===== src/rtl/tp_mem_arb_pkg.sv =====
// tp_mem_arb_pkg: shared widths, client-id sizing and the return-pipeline entry type
package tp_mem_arb_pkg;
    localparam int AW = 10;
    localparam int DW = 64;

    function automatic int clog2(input int n);
        return (n <= 2) ? 1 : $clog2(n);
    endfunction

    // Wide enough for the largest supported client count (4)
    localparam int IDW = clog2(4);

    typedef struct packed {
        logic           vld;
        logic [IDW-1:0] id;
    } ret_t;
endpackage


===== src/rtl/tp_mem_arbiter_rr.sv =====
// rr_arbiter: round-robin pick starting at ptr; idx is the candidate, gnt/any only when en
module rr_arbiter
    import tp_mem_arb_pkg::*;
#(
    parameter int N = 2,
    localparam int IW = clog2(N)
) (
    input  logic [N-1:0]  req,
    input  logic [IW-1:0] ptr,
    input  logic          en,
    output logic [N-1:0]  gnt,
    output logic [IW-1:0] idx,
    output logic          any
);
    logic          found;
    logic [IW-1:0] j;

    // First requester at or after ptr, wrapping modulo N
    always_comb begin
        found = 1'b0;
        idx   = '0;
        j     = '0;
        for (int i = 0; i < N; i++) begin
            j = IW'((int'(ptr) + i) % N);
            if (!found && req[j]) begin
                found = 1'b1;
                idx   = j;
            end
        end
    end

    assign any = found && en;
    assign gnt = any ? (N'(1) << idx) : '0;
endmodule


===== src/rtl/tp_mem_arbiter.sv =====
// tp_mem_arbiter: round-robin read/write port sharing for a two-port memory with collision deferral
module tp_mem_arbiter #(
    parameter int AW     = tp_mem_arb_pkg::AW,
    parameter int DW     = tp_mem_arb_pkg::DW,
    parameter int N_RD   = 2,
    parameter int N_WR   = 2,
    parameter int RD_LAT = 1
) (
    input  logic               clk,
    input  logic               rst_n,
    input  logic [N_RD-1:0]    rd_req,
    input  logic [N_RD*AW-1:0] rd_addr,
    output logic [N_RD-1:0]    rd_gnt,
    output logic [N_RD-1:0]    rd_vld,
    output logic [DW-1:0]      rd_data,
    input  logic [N_WR-1:0]    wr_req,
    input  logic [N_WR*AW-1:0] wr_addr,
    input  logic [N_WR*DW-1:0] wr_data,
    output logic [N_WR-1:0]    wr_gnt,
    output logic               mem_rd_en,
    output logic [AW-1:0]      mem_rd_addr,
    input  logic [DW-1:0]      mem_rd_word,
    output logic               mem_wr_en,
    output logic [AW-1:0]      mem_wr_addr,
    output logic [DW-1:0]      mem_wr_word,
    output logic [15:0]        coll_cnt
);
    import tp_mem_arb_pkg::*;

    localparam int IWR = clog2(N_RD);
    localparam int IWW = clog2(N_WR);

    logic [IWR-1:0] rd_ptr, rd_c;
    logic [IWW-1:0] wr_ptr, wr_k;
    logic           rd_any, wr_any, coll;
    logic [AW-1:0]  rd_cand_addr;
    ret_t           pipe [RD_LAT];
    ret_t           ret;

    rr_arbiter #(.N(N_WR)) u_wr_arb (
        .req (wr_req),
        .ptr (wr_ptr),
        .en  (rst_n),
        .gnt (wr_gnt),
        .idx (wr_k),
        .any (wr_any)
    );

    assign mem_wr_en   = wr_any;
    assign mem_wr_addr = wr_addr[wr_k*AW +: AW];
    assign mem_wr_word = wr_data[wr_k*DW +: DW];

    // A read candidate hitting the address being written waits a cycle, so it sees the new data
    assign rd_cand_addr = rd_addr[rd_c*AW +: AW];
    assign coll         = wr_any && (|rd_req) && (rd_cand_addr == mem_wr_addr);

    rr_arbiter #(.N(N_RD)) u_rd_arb (
        .req (rd_req),
        .ptr (rd_ptr),
        .en  (rst_n && !coll),
        .gnt (rd_gnt),
        .idx (rd_c),
        .any (rd_any)
    );

    assign mem_rd_en   = rd_any;
    assign mem_rd_addr = rd_cand_addr;

    // Advance each pointer past the client just granted; count deferred reads, saturating
    always_ff @(posedge clk or negedge rst_n) begin
        if (!rst_n) begin
            rd_ptr   <= '0;
            wr_ptr   <= '0;
            coll_cnt <= '0;
        end else begin
            if (rd_any) rd_ptr <= IWR'((int'(rd_c) + 1) % N_RD);
            if (wr_any) wr_ptr <= IWW'((int'(wr_k) + 1) % N_WR);
            if (coll && coll_cnt != 16'hFFFF) coll_cnt <= coll_cnt + 16'd1;
        end
    end

    // Return pipeline tracking which client owns the word the memory delivers RD_LAT cycles later
    always_ff @(posedge clk or negedge rst_n) begin
        if (!rst_n) begin
            for (int i = 0; i < RD_LAT; i++) pipe[i] <= '0;
        end else begin
            pipe[0] <= {rd_any, IDW'(rd_c)};
            for (int i = 1; i < RD_LAT; i++) pipe[i] <= pipe[i-1];
        end
    end

    assign ret     = pipe[RD_LAT-1];
    assign rd_vld  = ret.vld ? (N_RD'(1) << ret.id) : '0;
    assign rd_data = mem_rd_word;
endmodule


===== config.mk =====
export PLATFORM = sky130hd
export DESIGN_NAME = tp_mem_arbiter
export DESIGN_NICKNAME = d
export VERILOG_FILES = /design/src/rtl/tp_mem_arb_pkg.sv /design/src/rtl/tp_mem_arbiter_rr.sv /design/src/rtl/tp_mem_arbiter.sv
export SDC_FILE = /design/constraint.sdc
export NUM_CORES = 1
export LEC_CHECK = 0
export BUFFER_PORTS_ARGS = -buffer_cell sky130_fd_sc_hd__buf_2
export CAP_MARGIN = 25
export CORE_AREA = 2 2 157 159
export DETAILED_ROUTE_END_ITERATION = 8
export DIE_AREA = 0 0 159 161
export SYNTH_ARGS = -nofsm -noshare
export SYNTH_HDL_FRONTEND = slang
export SYNTH_SLANG_ARGS = --single-unit

===== constraint.sdc =====
create_clock -name clk -period 7 [get_ports clk]
set_input_delay 0.7 -clock clk [delete_from_list [all_inputs] [get_ports clk]]
set_output_delay 0.7 -clock clk [all_outputs]
set_load 0.01 [all_outputs]

==> metrics.txt, run 1 <==
Initial Util 11.9%; total congestion overflow 0; vias per cell 3.86; library cells used by synthesis 44; Core Area 24000 µm²; Slew HR 47.5%; number of remaining DRC errors 0; Final HPWL DP 14500 µm; area growth from synthesis to layout 47.1%; clock skew after layout 0.00206 ns; Setup Fix Bufs, Post-CTS 0; Critical Path RT 6.30 ns; number of flops mapped to enable cells by yosys 0; Critical path origin wr_req[0]; clock slew at reported path FFs 0.06 ns; Comb power frac 48.7%; DP Worst Slack 2.90 ns; Synth Cell Area 2860 µm²; Worst R2R Start wr_ptr$_DFFE_PN0P_; Ports 410; switching power 0.190 mW; die area 25600 µm²; WL met3 2140 µm; switching share of total power 34.8%; CTS tree done; fin crit period 4.22 ns; most common cell in the netlist mux2_2; Synth top area share 27.9%; Worst-Margin Slew 0.788 ns; TritonCTS Buffers 3; gate count of the mapped netlist 316; Startpoint Class primary input; FFs w/ async S/R, synth 100%; FMAX 237 MHz; Overall Global Routing Usage 11.9%; CP Class primary input to output port; internal power 0.356 mW; Period Utilization, post-route 60.2%; Hold Buf Count CTS 0; gpl congestion 0.865; Peak supply drop 0.108 mV; biggest area consumer among synthesized cells mux2_2; Post-DP Area 4100 µm²; final worst slack 2.78 ns; Avg Synthesized Cell Area 9.06 µm²; pin count of the biggest net entering global routing 52; Hold Crit Class primary input to async pin; synth warn 0; initial antenna violation count 4; #FFs+latches synth 20; Port Buf Inserts 281; critical path data arrival time 3.52 ns; CTS sink cnt 20; CTS H-Tree Depth 1; PwrDens 130 nW/µm²; die width 159 µm; RSZ-0062 raised after global routing no; antenna-violating nets left 0; crit end category output port; post_cts resized 0; final setup fails 0; first-pass detailed-route iteration total 4; Vias 3277; vias in the first global route 3203; Static Leak 2.20 nW; metal2 WL 7710 µm; DIE HEIGHT 161 µm; final hold vios 0; most frequent cells after synthesis mux2_2, buf_4, dfrtp_1; layout cells sized above 1 71.8%; setup_tns 0 ns; DR top layer met5; DRT Wirelength 16300 µm; status finished, final reports clean; share of power burned in registers 22.2%; Clock power frac 29.2%; Clk Latency, worst-skew pair 0.25 ns; cell row count 57; Net Count, Synth 555; first-pass GRT wire length 22400 µm; M1 WL 6080 µm; Clk Tree Root Cell clkbuf_16; Seq/Total Area, Yosys 17.5%; fin. max-slew vios 0; critical-path maximum fanout 17; Max-Cap Viols 0; Detailed Route Iter0 Violations 148; clk buf depth 2; Wirelength per Cell 19.2 µm; final std cell area, no fill 4210 µm²; Total Nets Final 762; ys flop type dfrtp_1; Synth area leaders mux2_2, buf_4, dfrtp_1, xor2_1, nand3_1; reg2reg setup slack 3.81 ns
[cell type report]
| class | count | area [µm²] |
|---|---|---|
| Fill cell | 2773 | 19800 |
| Sequential cell | 20 | 500 |
| Antenna cell | 3 | 7.51 |
| Clock inverter | 1 | 30.0 |
| Clock buffer | 3 | 75.1 |
| Inverter | 6 | 25.0 |
| Multi-Input combinational cell | 209 | 1750 |
| Tap cell | 324 | 405 |
| Timing Repair Buffer | 283 | 1420 |
[cells in the final DEF (no fill, tap or decap), types with 4 or more instances in the layout]
cell type / instances
and3_1: 4
buf_2: 281
nand2_1: 19
nand3_1: 19
dfrtp_1: 20
o21ai_0: 14
nor4_2: 6
a22o_1: 7
nor2_1: 7
nand2b_1: 4
xor2_1: 16
inv_1: 4
mux2_2: 71
nand4_1: 9
[cells by family (layout without fill, tap and decap cells)]
family          after synthesis  count (layout)  synth area share [%]
xor+xnor                     17              17                  5.20
flops                        20              20                  17.5
simple gates                 89              89                  20.0
other cells                   0               3                     0
fa+ha+maj                     1               1                 0.437
mux                          72              72                  28.5
compound gates               30              30                  6.73
buf+inv                      87             293                  21.7
[state kept, by name (all words and copies together) (netlist names)]
signal	cells
rd_ptr	1
pipe	2
coll_cnt	16
wr_ptr	1
[through the flow]
step	utilization [%]	total power [mW]	hold slack [ns]	std cells
floorplan	-	0.299	0.404	316
global placement	17.1	0.393	0.470	842
detailed placement	17.1	0.393	0.489	842
CTS	17.5	0.554	0.425	846
global route	17.6	0.577	0.459	849
finish	17.6	0.545	0.413	849
[layer usage]
| layer | track usage (%) | up-vias |
|---|---|---|
| met2 | 19.5 | 221 |
| met1 | 13.7 | 1538 |
| li1 | - | 1482 |
| met3 | 5.86 | 32 |
| met4 | 3.51 | 4 |
| met5 | 1.52 | - |
[worst max-delay path: stages]
cell and delay (ns):
buf_2 0.11, nor2b_1 0.42, o21ai_0 0.24, a22o_1 0.24, a22oi_1 0.26, nand4_2 0.56, o21ai_0 0.68, nor2_1 0.11
buf_2 0.19
[path summary, 6_finish.rpt]
path                                                 end  cells after the start
worst max-delay path                           mem_rd_en                      9
worst min-delay path             coll_cnt[1]$_DFFE_PN0P_                      1
worst max register to register  coll_cnt[14]$_DFFE_PN0P_                      8
worst min register to register   coll_cnt[8]$_DFFE_PN0P_                      1
max in group asynchronous             rd_ptr$_DFFE_PN0P_                      1
min in group clk                 coll_cnt[8]$_DFFE_PN0P_                      1
[power groups by stage]
stage	combinational, mW	sequential, mW	clock [mW]
after floorplan	0.176	0.122	0
after global placement	0.270	0.123	0
after detailed placement	0.270	0.123	0
after CTS	0.271	0.121	0.162
after global routing	0.289	0.122	0.166
final	0.265	0.121	0.159
Note: power is estimated with default switching activity, not from simulation.
==> inputs of run 2 (changes only) <==
Settings changed: ABC_AREA set to 1, CORE_AREA 2 2 157 159 to 2 2 161 163, DIE_AREA 0 0 159 161 to 0 0 163 165.
Clock period 7 ns to 3.6 ns, I/O delays scaled along.
==> run 2 against run 1 <==
Effect of this change: worst setup slack lost 2.0 ns; clock-buffer cell count grew 1; flip-flop and latch count is the same; power grew 110%; clock power grew 62%; wire length grew 14%; hold slack lost 0.28 ns; first-iteration DRC count grew 20%.
==> metrics.txt, run 2 <==
gpl congestion 0.865; Comb power frac 57.5%; Overall Global Routing Usage 13.1%; TritonCTS Buffers 3; ys flop type dfrtp_1; commonest non-fill, non-tap cell in the layout nand2_1; critical path's top delay family simple AND/OR/NAND/NOR gates; most common cell in the netlist nand2_1; number of flops mapped to enable cells by yosys 0; Vias 4716; Period Utilization, post-route 77.5%; clock skew after layout 0.00131 ns; Register-to-Register Path Depth 11; Core Area 25000 µm²; most frequent cells after synthesis nand2_1, buf_4, inv_1; Setup Fix Bufs, Post-CTS 0; total congestion overflow 0; critical-path maximum fanout 41; number of remaining DRC errors 0; post_cts resized 0; vias per cell 3.94; Hold Buf Count CTS 0; share of power burned in registers 20.4%; final hold vios 0; RSZ-0062 raised after global routing no; CTS tree done; delay of the slowest critical-path stage 0.37 ns; crit end category output port; die width 163 µm; Wirelength per Cell 15.5 µm; CTS sink cnt 20; status finished, final reports clean; Seq/Total Area, Yosys 13.6%; Static Leak 3.17 nW; CP Class flip-flop to output port; Critical Path, Cell by Cell inv_2 > nand2_4 > nand2_4 > nand2_1 > nand2_2 > inv_2 > nand2_4 > nand2_1 > inv_1 > nand2_1 > nor2_1 > nand2_1 > nand3_1 > inv_1 > buf_2; Detailed Route Iter0 Violations 178; cell row count 58; Clock power frac 22.2%; PwrDens 232 nW/µm²; fin. max-slew vios 0; Largest register FFs 16; Worst-Margin Slew 0.682 ns; Clk Latency, worst-skew pair 0.25 ns; Avg Synthesized Cell Area 5.50 µm²; clk buf depth 2; biggest area consumer among synthesized cells nand2_1; Post-DP Area 4890 µm²; reg2reg setup slack 1.29 ns; Final HPWL DP 16200 µm; antenna-violating nets left 0; CP most frequent cell nand2_1; fin cells 1198; Initial Util 14.7%; gate count of the mapped netlist 671; first-pass GRT wire length 26600 µm; #FFs+latches synth 20; DRT Wirelength 18500 µm; clock slew at reported path FFs 0.06 ns; FFs w/ async S/R, synth 100%; critical path data arrival time 2.43 ns; Synth Cell Area 3690 µm²; Max-Cap Viols 0; FILL cells 3008; critical path's slowest cell dfrtp_1; die area 26900 µm²; Slew HR 54.4%; switching power 0.510 mW; final setup fails 0; DIE HEIGHT 165 µm; switching share of total power 44.1%; Startpoint Class flip-flop; Ports 410; synth warn 0; Critical Path RT 3.24 ns; vias in the first global route 4446; internal power 0.647 mW; Post-Place Cells 1193; Worst R2R Start wr_ptr$_DFFE_PN0P_; Hold Crit Class primary input to async pin; Port Buf Inserts 281; worst path bufs/invs 5; biggest regs coll_cnt x16, pipe x2; CTS H-Tree Depth 1; library cells used by synthesis 30; layout cells sized above 1 39.3%; setup_tns 0 ns; final std cell area, no fill 4980 µm²; initial antenna violation count 4; Clk Tree Root Cell clkbuf_16; Synth top area share 34.9%; Total Nets Final 1107; pin count of the biggest net entering global routing 44; FMAX 359 MHz; Peak supply drop 0.167 mV; first-pass detailed-route iteration total 4; fin crit period 2.79 ns; Net Count, Synth 910; area growth from synthesis to layout 35.0%; Top reg by flops coll_cnt; R2R Path End coll_cnt[10]$_DFFE_PN0P_; commonest non-fill, non-tap cells in the layout nand2_1, buf_2, inv_1, nand2_2, nand3_1; Synth area leaders nand2_1, buf_4, dfrtp_1, inv_1, nand2_2
## run 2: cell count changes in the layout (fill, tap and decap cells not counted), sizes merged, moves of 10 or more
cell,change
nand2,+362
nand3,+10
inv,+50
nor4,-11
o21ai,-14
mux2,-72
nor2,+22
nand4,+15
nand3b,+13
## run 2: cell families after synthesis
group / synth area share (%)
AOI/OAI and AO/OA: 0.848
xor gates and xnor gates: 2.85
adders and majority gates: 0.339
buffers and inverters: 23.7
DFF: 13.6
and+or+nand+nor: 58.7
## run 2: worst max-delay path by stage
stage / end / slack (ns) / from / cells past startpoint
floorplan: rd_gnt[1] / 1.66 / wr_req[1] / 11
global placement: rd_gnt[1] / 0.96 / wr_req[1] / 13
detailed placement: mem_rd_en / 0.96 / wr_req[1] / 13
CTS: mem_rd_en / 0.76 / wr_ptr$_DFFE_PN0P_ / 15
global route: mem_rd_en / 0.37 / wr_ptr$_DFFE_PN0P_ / 13
finish: mem_rd_en / 0.81 / wr_ptr$_DFFE_PN0P_ / 15
## run 2: power groups by stage
stage	registers [mW]	clock network [mW]	logic, mW
final	0.236	0.257	0.665
after global routing	0.236	0.274	0.749
after CTS	0.235	0.267	0.683
after detailed placement	0.240	0	0.679
after global placement	0.239	0	0.679
after floorplan	0.240	0	0.442
## run 2: layer usage
layer  share of wire, %  vias to the layer above  wire (µm)  track usage, %
met5              0.043                        -          8               0
met4                2.7                        2        496            3.90
met3                9.2                       46       1710            4.34
met2                 49                      215       9010            23.0
met1                 39                     2083       7290            15.2
li1                   -                     2370          -               -
## run 2: stage by stage
step / power [mW] / hold slack [ns] / setup slack (ns) / utilization [%]
after CTS: 1.19 / 0.154 / 0.759 / 19.9
after global routing: 1.26 / 0.173 / 0.370 / 19.9
after global placement: 0.918 / 0.449 / 0.959 / 19.5
final: 1.16 / 0.128 / 0.811 / 19.9
after floorplan: 0.681 / 0.0644 / 1.66 / -
after detailed placement: 0.919 / 0.428 / 0.956 / 19.5
## run 2: final cells by class
type                    instances  area (µm²)  share of cell area, %
diodes                          1        2.50                 0.0503
clock buffers                   4        88.8                   1.78
inverters                      56         213                   4.27
multi-input cells             503        2320                   46.6
flip-flops and latches         20         500                   10.1
well taps                     330         413                   8.29
repair buffers                284        1440                   29.0
